## config.mk

```make
export PLATFORM = sky130hd
export DESIGN_NAME = count_sequencer
export DESIGN_NICKNAME = d
export VERILOG_FILES = /design/src/rtl/count_seq_pkg.sv /design/src/rtl/count_sequencer.sv
export SDC_FILE = /design/constraint.sdc
export NUM_CORES = 1
export LEC_CHECK = 0
export ABC_AREA = 1
export CORE_MARGIN = 8
export CORE_UTILIZATION = 43
export CTS_BUF_LIST = sky130_fd_sc_hd__clkbuf_4 sky130_fd_sc_hd__clkbuf_8 sky130_fd_sc_hd__clkbuf_16
export DETAILED_ROUTE_END_ITERATION = 10
export PLACE_DENSITY_LB_ADDON = 0.12
export SYNTH_ARGS = -nofsm -noshare
export SYNTH_HDL_FRONTEND = slang
export SYNTH_SLANG_ARGS = --single-unit
```

## constraint.sdc

```tcl
create_clock -name clk -period 2.95 [get_ports clk]
set_input_delay 0.885 -clock clk [delete_from_list [all_inputs] [get_ports clk]]
set_output_delay 0.885 -clock clk [all_outputs]
set_load 0.05 [all_outputs]
```

## src/rtl/count_seq_pkg.sv

```systemverilog
// count_seq_pkg: definitions shared by the count sequencer and its users.
//
// Contents:
//   state_t         3-bit FSM state type
//   ST_IDLE..ST_DONE controller states (legacy-compatible constants)
//   ONE_SHOT        mode encoding: run cfg_reps passes then stop
//   CONTINUOUS      mode encoding: run passes until aborted
package count_seq_pkg;

    typedef logic [2:0] state_t;

    localparam state_t ST_IDLE  = 3'd0;
    localparam state_t ST_CLEAR = 3'd1;
    localparam state_t ST_RUN   = 3'd2;
    localparam state_t ST_PAUSE = 3'd3;
    localparam state_t ST_DONE  = 3'd4;

    localparam logic ONE_SHOT   = 1'b0;
    localparam logic CONTINUOUS = 1'b1;

endpackage

```

## src/rtl/count_sequencer.sv

```systemverilog
// count_sequencer: controller for an external synchronous up counter.
// Latches a run configuration over valid/ready, then drives the counter's
// clear/enable to run passes of 0..limit, with pause and abort.
//
// Ports:
//   clk        in   system clock, rising edge
//   reset      in   synchronous reset, active-low
//   cfg_valid  in   configuration offered
//   cfg_ready  out  configuration can be accepted (IDLE or DONE)
//   cfg_limit  in   terminal count, inclusive
//   cfg_reps   in   passes for one-shot mode (0 treated as 1)
//   cfg_mode   in   ONE_SHOT / CONTINUOUS
//   start      in   begin a run (sampled in IDLE/DONE)
//   pause      in   level; holds the counter while high
//   abort      in   cancels a run; highest priority
//   cnt_val    in   current counter value
//   cnt_en     out  counter increment enable
//   cnt_clr    out  counter synchronous clear
//   busy       out  high in CLEAR, RUN, PAUSE
//   wrap       out  one-cycle pulse when a pass reaches its limit
//   done       out  one-cycle pulse when a one-shot run completes
//   rep_left   out  passes remaining, including the current one
module count_sequencer
    import count_seq_pkg::*;
#(
    parameter int WIDTH = 4,
    parameter int REP_W = 4
) (
    input  logic             clk,
    input  logic             reset,
    input  logic             cfg_valid,
    output logic             cfg_ready,
    input  logic [WIDTH-1:0] cfg_limit,
    input  logic [REP_W-1:0] cfg_reps,
    input  logic             cfg_mode,
    input  logic             start,
    input  logic             pause,
    input  logic             abort,
    input  logic [WIDTH-1:0] cnt_val,
    output logic             cnt_en,
    output logic             cnt_clr,
    output logic             busy,
    output logic             wrap,
    output logic             done,
    output logic [REP_W-1:0] rep_left
);

    localparam logic [REP_W-1:0] ONE_REP = REP_W'(1);

    state_t           state_q, state_d;
    logic [WIDTH-1:0] lim_q, lim_d;
    logic [REP_W-1:0] reps_q, reps_d;
    logic [REP_W-1:0] rep_left_q, rep_left_d;
    logic             mode_q, mode_d;

    logic cfg_acc;
    logic match;
    logic last_pass;

    assign cfg_ready = (state_q == ST_IDLE) || (state_q == ST_DONE);
    assign cfg_acc   = cfg_valid && cfg_ready;
    assign match     = (cnt_val == lim_q);
    assign last_pass = (mode_q == ONE_SHOT) && (rep_left_q == ONE_REP);
    assign busy      = (state_q == ST_CLEAR) || (state_q == ST_RUN) || (state_q == ST_PAUSE);
    assign rep_left  = rep_left_q;

    always_comb begin
        // NOTE: every signal assigned here gets a default first, so no path
        // through the case can leave one unassigned and infer a latch.
        state_d    = state_q;
        lim_d      = lim_q;
        reps_d     = reps_q;
        mode_d     = mode_q;
        rep_left_d = rep_left_q;
        cnt_en     = 1'b0;
        cnt_clr    = 1'b0;
        wrap       = 1'b0;
        done       = 1'b0;

        if (cfg_acc) begin
            lim_d  = cfg_limit;
            mode_d = cfg_mode;
            reps_d = (cfg_reps == '0) ? ONE_REP : cfg_reps;
        end

        case (state_q)
            ST_IDLE, ST_DONE: begin
                done = (state_q == ST_DONE);
                // A config handshake in the same cycle takes precedence; a
                // still-high start is picked up on the following cycle.
                if (cfg_acc) begin
                    state_d = ST_IDLE;
                end else if (start) begin
                    state_d    = ST_CLEAR;
                    rep_left_d = reps_q;
                end else begin
                    state_d = ST_IDLE;
                end
            end

            ST_CLEAR: begin
                cnt_clr = 1'b1;
                state_d = abort ? ST_IDLE : ST_RUN;
            end

            ST_RUN: begin
                if (abort) begin
                    cnt_clr = 1'b1;
                    state_d = ST_IDLE;
                end else if (match) begin
                    // End of a pass: restart the counter even if pausing now.
                    cnt_clr = 1'b1;
                    wrap    = 1'b1;
                    if (last_pass) begin
                        state_d = ST_DONE;
                    end else begin
                        if (mode_q == ONE_SHOT) begin
                            rep_left_d = rep_left_q - ONE_REP;
                        end
                        state_d = pause ? ST_PAUSE : ST_RUN;
                    end
                end else begin
                    cnt_en  = !pause;
                    state_d = pause ? ST_PAUSE : ST_RUN;
                end
            end

            ST_PAUSE: begin
                if (abort) begin
                    cnt_clr = 1'b1;
                    state_d = ST_IDLE;
                end else if (!pause) begin
                    state_d = ST_RUN;
                end
            end

            default: state_d = ST_IDLE;
        endcase
    end

    always_ff @(posedge clk) begin
        // NOTE: state registers use non-blocking assignments so every flop
        // samples the pre-edge values, independent of statement order.
        if (!reset) begin
            state_q    <= ST_IDLE;
            lim_q      <= '1;
            reps_q     <= ONE_REP;
            mode_q     <= ONE_SHOT;
            rep_left_q <= ONE_REP;
        end else begin
            state_q    <= state_d;
            lim_q      <= lim_d;
            reps_q     <= reps_d;
            mode_q     <= mode_d;
            rep_left_q <= rep_left_d;
        end
    end

endmodule

```

==> parameters.txt <==
Parameter                              Value

Power
  Power Dens Cells    approximately 410 nW/um2
  Peak supply drop    a little over 0.3 mV
  Leakage dissipation    roughly 0.68 nW

Timing
  Worst slew margin    about two thirds
  Max-slew violation count    0
  Maximum operating frequency    343.9 MHz
  Skew final    roughly 0.0023 ns
  Slew at the pin closest to its max-slew limit    between 0.5 and 0.6 ns
  WHS    0.4827 ns
  Count of final setup violators    0
  RSZ-0062 raised after global routing    false
  Time the worst path needs with I/O delays and setup    2.908 ns
  Minimum setup slack in the final design    roughly 0.042 ns
  Portion of the clock cycle consumed by the worst path in the final layout    ~99%
  Endpoints failing hold    0

Clock tree
  CTS H-tree lvls    1
  Root Buffer Master    sky130_fd_sc_hd__clkbuf_4
  Clk slew on worst S/H paths    around 0.10 ns
  Num CTS Buffers    3
  Hold buffer count at cts    0
  Maximum count of clock buffers along a single path    2
  CTS tree    done
  Clock latency at the later pin of the worst-skew pair    approximately 0.30 ns
  CTS sink cnt    16

Drt
  Drt wl/cell    approximately 12 um
  Count of unresolved DRC violations after routing    0
  Wirelength, routed    about 2.5 mm
  TritonRoute pass-1 iters    4
  Drt via density    about 4.9
  Count of antenna-violating nets left after detailed routing    0
  Count of routing violations after the opening detailed-route iteration    38
  Via count    1043

GRT
  Maximum number of pins on one net before global-route repair    14
  Vias in the first global route    approximately 1100
  Global Route met3 Usage    between 3 and 4%
  Global-route wire length before repair    about 4.3 mm
  Most heavily used metal layer in global routing    met2
  Initial antenna violation count    0
  GR Layer Usage met2    a little over a fifth
  All-Layer GR Usage    roughly an eighth
  Global route total overflow    0
  Met1 routing resource usage after global routing    between 10 and 15%

Yosys
  Post-Synthesis Net Count    169
  Count of mapped cells out of synthesis    around 150
  Part of the Yosys area used for sequential elements    about a third
  Number of distinct library cell variants in the gate-level netlist after synthesis    27
  Syn_area_per_cell    ~6.8 um2
  Syn. warnings    0
  Post-synth design cell area    approximately 1000 um2
  Seq cells post-synth    16

Setup path
  Delay of the slowest critical-path stage    0.54 ns
  Cell family contributing the most delay on the critical path    buffers and inverters
  Critical R2R Capture    state_q[2]
  Setup slack, reg-to-reg    approximately 1.6 ns
  Buffers & Inverters on Critical Path    3
  Req. time, crit path    2.07 ns
  Arrival time reported for the critical path endpoint    just over 2 ns
  Length in cells of the worst reg-to-reg path    5
  CP Cell Sequence    clkdlybuf4s50_1, nor2_4, nand3_1, inv_1, buf_12
  CP Capture Type    primary output
  Start of the worst register-to-register path    state_q[1]
  Critical path launch point type    input port
  CP max-delay cell    sky130_fd_sc_hd__clkdlybuf4s50_1
  Maximum net fanout on the critical path    4
  WS Path Type    input port to primary output

Final layout
  Diodes inserted    0
  Area growth, synth to finish    42.93%
  Nets    slightly above 200
  Register area    320.3 um2
  Footprint of the multi-input gates    between 500 and 600 um2
  Share of layout cells above drive strength 1    17.93%
  Fill cells    around 230
  Final core utilization    approximately 65%

Place
  Detail Placement HPWL    1.977 mm
  Pre-CTS setup slack    -0.09318 ns
  Port bufs    28
  Routability cong.    between 0.8 and 0.9

Min path
  Number of cells on the worst hold path    2
  Min-Delay Endpoint    reps_q[3]
  Worst min-delay path startpoint    reps_q[3]
  Hold Path Class    register to register

Floorplanning
  Area enclosed by the die boundary    4124 um2
  Placeable core area    2212 um2
  Die outline height    about 64 um
  Chip width    about 64 um
  Count of standard-cell rows    17
  Number of I/O pins    29
  Effective utilization at floorplan    a little under half

Job
  Max_cap viols    0

Status
  Outcome    completed
-- state kept, by name, summed over array words and instances, names as in the netlist --
register,cells
lim_q,4
mode_q,1
rep_left,4
reps_q,4
state_q,3
-- cell type report --
class / instances / share of cell area (%)
repair buffers: 34 / 24.52
flip-flops and latches: 16 / 22.42
well taps: 28 / 2.452
clock buffers: 4 / 2.539
multi-input cells: 104 / 41.24
inverters: 26 / 6.830
-- report_power, final --
part | switching [mW] | total [mW] | internal, mW
registers | 0.0146 | 0.248 | 0.233
clock network | 0.0768 | 0.152 | 0.0753
logic | 0.112 | 0.193 | 0.0808
-- timing repair --
item / 4_1_cts / 5_1_grt
setup buffers: 1 / 0
setup endpoints to repair: 2 / 0
gates resized for setup: 8 / 0
-- cell usage in the layout (no fill, tap or decap) --
| master | count |
|---|---|
| sky130_fd_sc_hd__a211oi_1 | 1 |
| sky130_fd_sc_hd__a21oi_1 | 5 |
| sky130_fd_sc_hd__a31oi_1 | 2 |
| sky130_fd_sc_hd__buf_12 | 3 |
| sky130_fd_sc_hd__buf_4 | 6 |
| sky130_fd_sc_hd__clkbuf_4 | 3 |
| sky130_fd_sc_hd__clkbuf_8 | 1 |
| sky130_fd_sc_hd__clkdlybuf4s50_1 | 21 |
| sky130_fd_sc_hd__clkinv_1 | 1 |
| sky130_fd_sc_hd__dfxtp_1 | 16 |
| sky130_fd_sc_hd__dlygate4sd2_1 | 4 |
| sky130_fd_sc_hd__ha_1 | 2 |
| sky130_fd_sc_hd__inv_1 | 23 |
| sky130_fd_sc_hd__inv_2 | 2 |
| sky130_fd_sc_hd__nand2_1 | 36 |
| sky130_fd_sc_hd__nand2_2 | 5 |
| sky130_fd_sc_hd__nand2_4 | 1 |
| sky130_fd_sc_hd__nand3_1 | 5 |
| sky130_fd_sc_hd__nand3_2 | 1 |
| sky130_fd_sc_hd__nand3_4 | 2 |
| sky130_fd_sc_hd__nand3b_1 | 1 |
| sky130_fd_sc_hd__nand4_1 | 5 |
| sky130_fd_sc_hd__nand4_2 | 1 |
| sky130_fd_sc_hd__nor2_1 | 18 |
| sky130_fd_sc_hd__nor2_2 | 2 |
| sky130_fd_sc_hd__nor2_4 | 3 |
| sky130_fd_sc_hd__nor3_1 | 1 |
| sky130_fd_sc_hd__nor3_4 | 1 |
| sky130_fd_sc_hd__nor4_2 | 1 |
| sky130_fd_sc_hd__o211ai_1 | 5 |
| sky130_fd_sc_hd__o21ai_0 | 4 |
| sky130_fd_sc_hd__o21ai_2 | 1 |
| sky130_fd_sc_hd__o22ai_1 | 1 |
-- cell usage after synthesis --
library cell | instances | share of area (%)
sky130_fd_sc_hd__a211oi_1 | 1 | 0.75
sky130_fd_sc_hd__a21oi_1 | 5 | 2.5
sky130_fd_sc_hd__a31oi_1 | 2 | 1.3
sky130_fd_sc_hd__buf_2 | 1 | 0.50
sky130_fd_sc_hd__buf_4 | 1 | 0.75
sky130_fd_sc_hd__clkinv_1 | 1 | 0.38
sky130_fd_sc_hd__dfxtp_1 | 16 | 32
sky130_fd_sc_hd__ha_1 | 2 | 2.5
sky130_fd_sc_hd__inv_1 | 23 | 8.6
sky130_fd_sc_hd__inv_2 | 2 | 0.75
sky130_fd_sc_hd__nand2_1 | 38 | 14
sky130_fd_sc_hd__nand2_2 | 3 | 1.9
sky130_fd_sc_hd__nand2_4 | 1 | 1.1
sky130_fd_sc_hd__nand3_1 | 5 | 2.5
sky130_fd_sc_hd__nand3_2 | 1 | 1.0
sky130_fd_sc_hd__nand3_4 | 2 | 3.5
sky130_fd_sc_hd__nand3b_1 | 1 | 0.75
sky130_fd_sc_hd__nand4_1 | 5 | 3.1
sky130_fd_sc_hd__nand4_2 | 1 | 1.3
sky130_fd_sc_hd__nor2_1 | 18 | 6.8
sky130_fd_sc_hd__nor2_2 | 2 | 1.3
sky130_fd_sc_hd__nor2_4 | 3 | 3.4
sky130_fd_sc_hd__nor3_1 | 2 | 1.0
sky130_fd_sc_hd__nor4_2 | 1 | 1.3
sky130_fd_sc_hd__o211ai_1 | 5 | 3.8
sky130_fd_sc_hd__o21ai_0 | 5 | 2.5
sky130_fd_sc_hd__o22ai_1 | 1 | 0.63
-- cells by family after synthesis --
| kind of cell | Yosys count | synth area share [%] |
|---|---|---|
| AO/OA/AOI/OAI | 19 | 11.39 |
| adder cells (fa/ha/maj) | 2 | 2.503 |
| buffers and inverters | 28 | 11.01 |
| AND/OR/NAND/NOR | 83 | 43.05 |
| flip-flops | 16 | 32.04 |
-- stage by stage --
step / TNS [ns] / cell area [um2] / instances / power [mW]
after floorplan: 0 / 1005 / 148 / 0.3705
after global placement: -0.05858 / 1375 / 207 / 0.4376
after detailed placement: -0.1238 / 1375 / 207 / 0.4424
after CTS: 0 / 1429 / 212 / 0.5948
after global routing: 0 / 1429 / 212 / 0.6255
final: 0 / 1429 / 212 / 0.5928
-- how the worst max path moves through the flow --
stage	endpoint	cells past startpoint	startpoint	slack [ns]
2_1_floorplan	cnt_clr	4	state_q[1]	0.10
3_3_place_gp	cnt_clr	8	cnt_val[2]	-0.05
3_5_place_dp	cnt_clr	8	cnt_val[2]	-0.09
4_1_cts	wrap	5	abort	0.08
5_1_grt	wrap	5	abort	0.01
6_report	wrap	5	abort	0.04
-- tightest hold or removal path, delay by kind of cell (launching register included) --
kind	cells	cell delay [ns]
flops	1	0.31
compound gates	1	0.06
buf+inv	1	0.07
-- layer usage --
layer | up-vias | part of all wire [%] | routed length [um]
met5 | - | 0 | 0
met1 | 456 | 45 | 1112
met2 | 30 | 48 | 1186
met3 | 5 | 5.9 | 147
met4 | 0 | 1.7 | 42
li1 | 552 | - | -
Note: power is estimated with default switching activity, not from simulation.
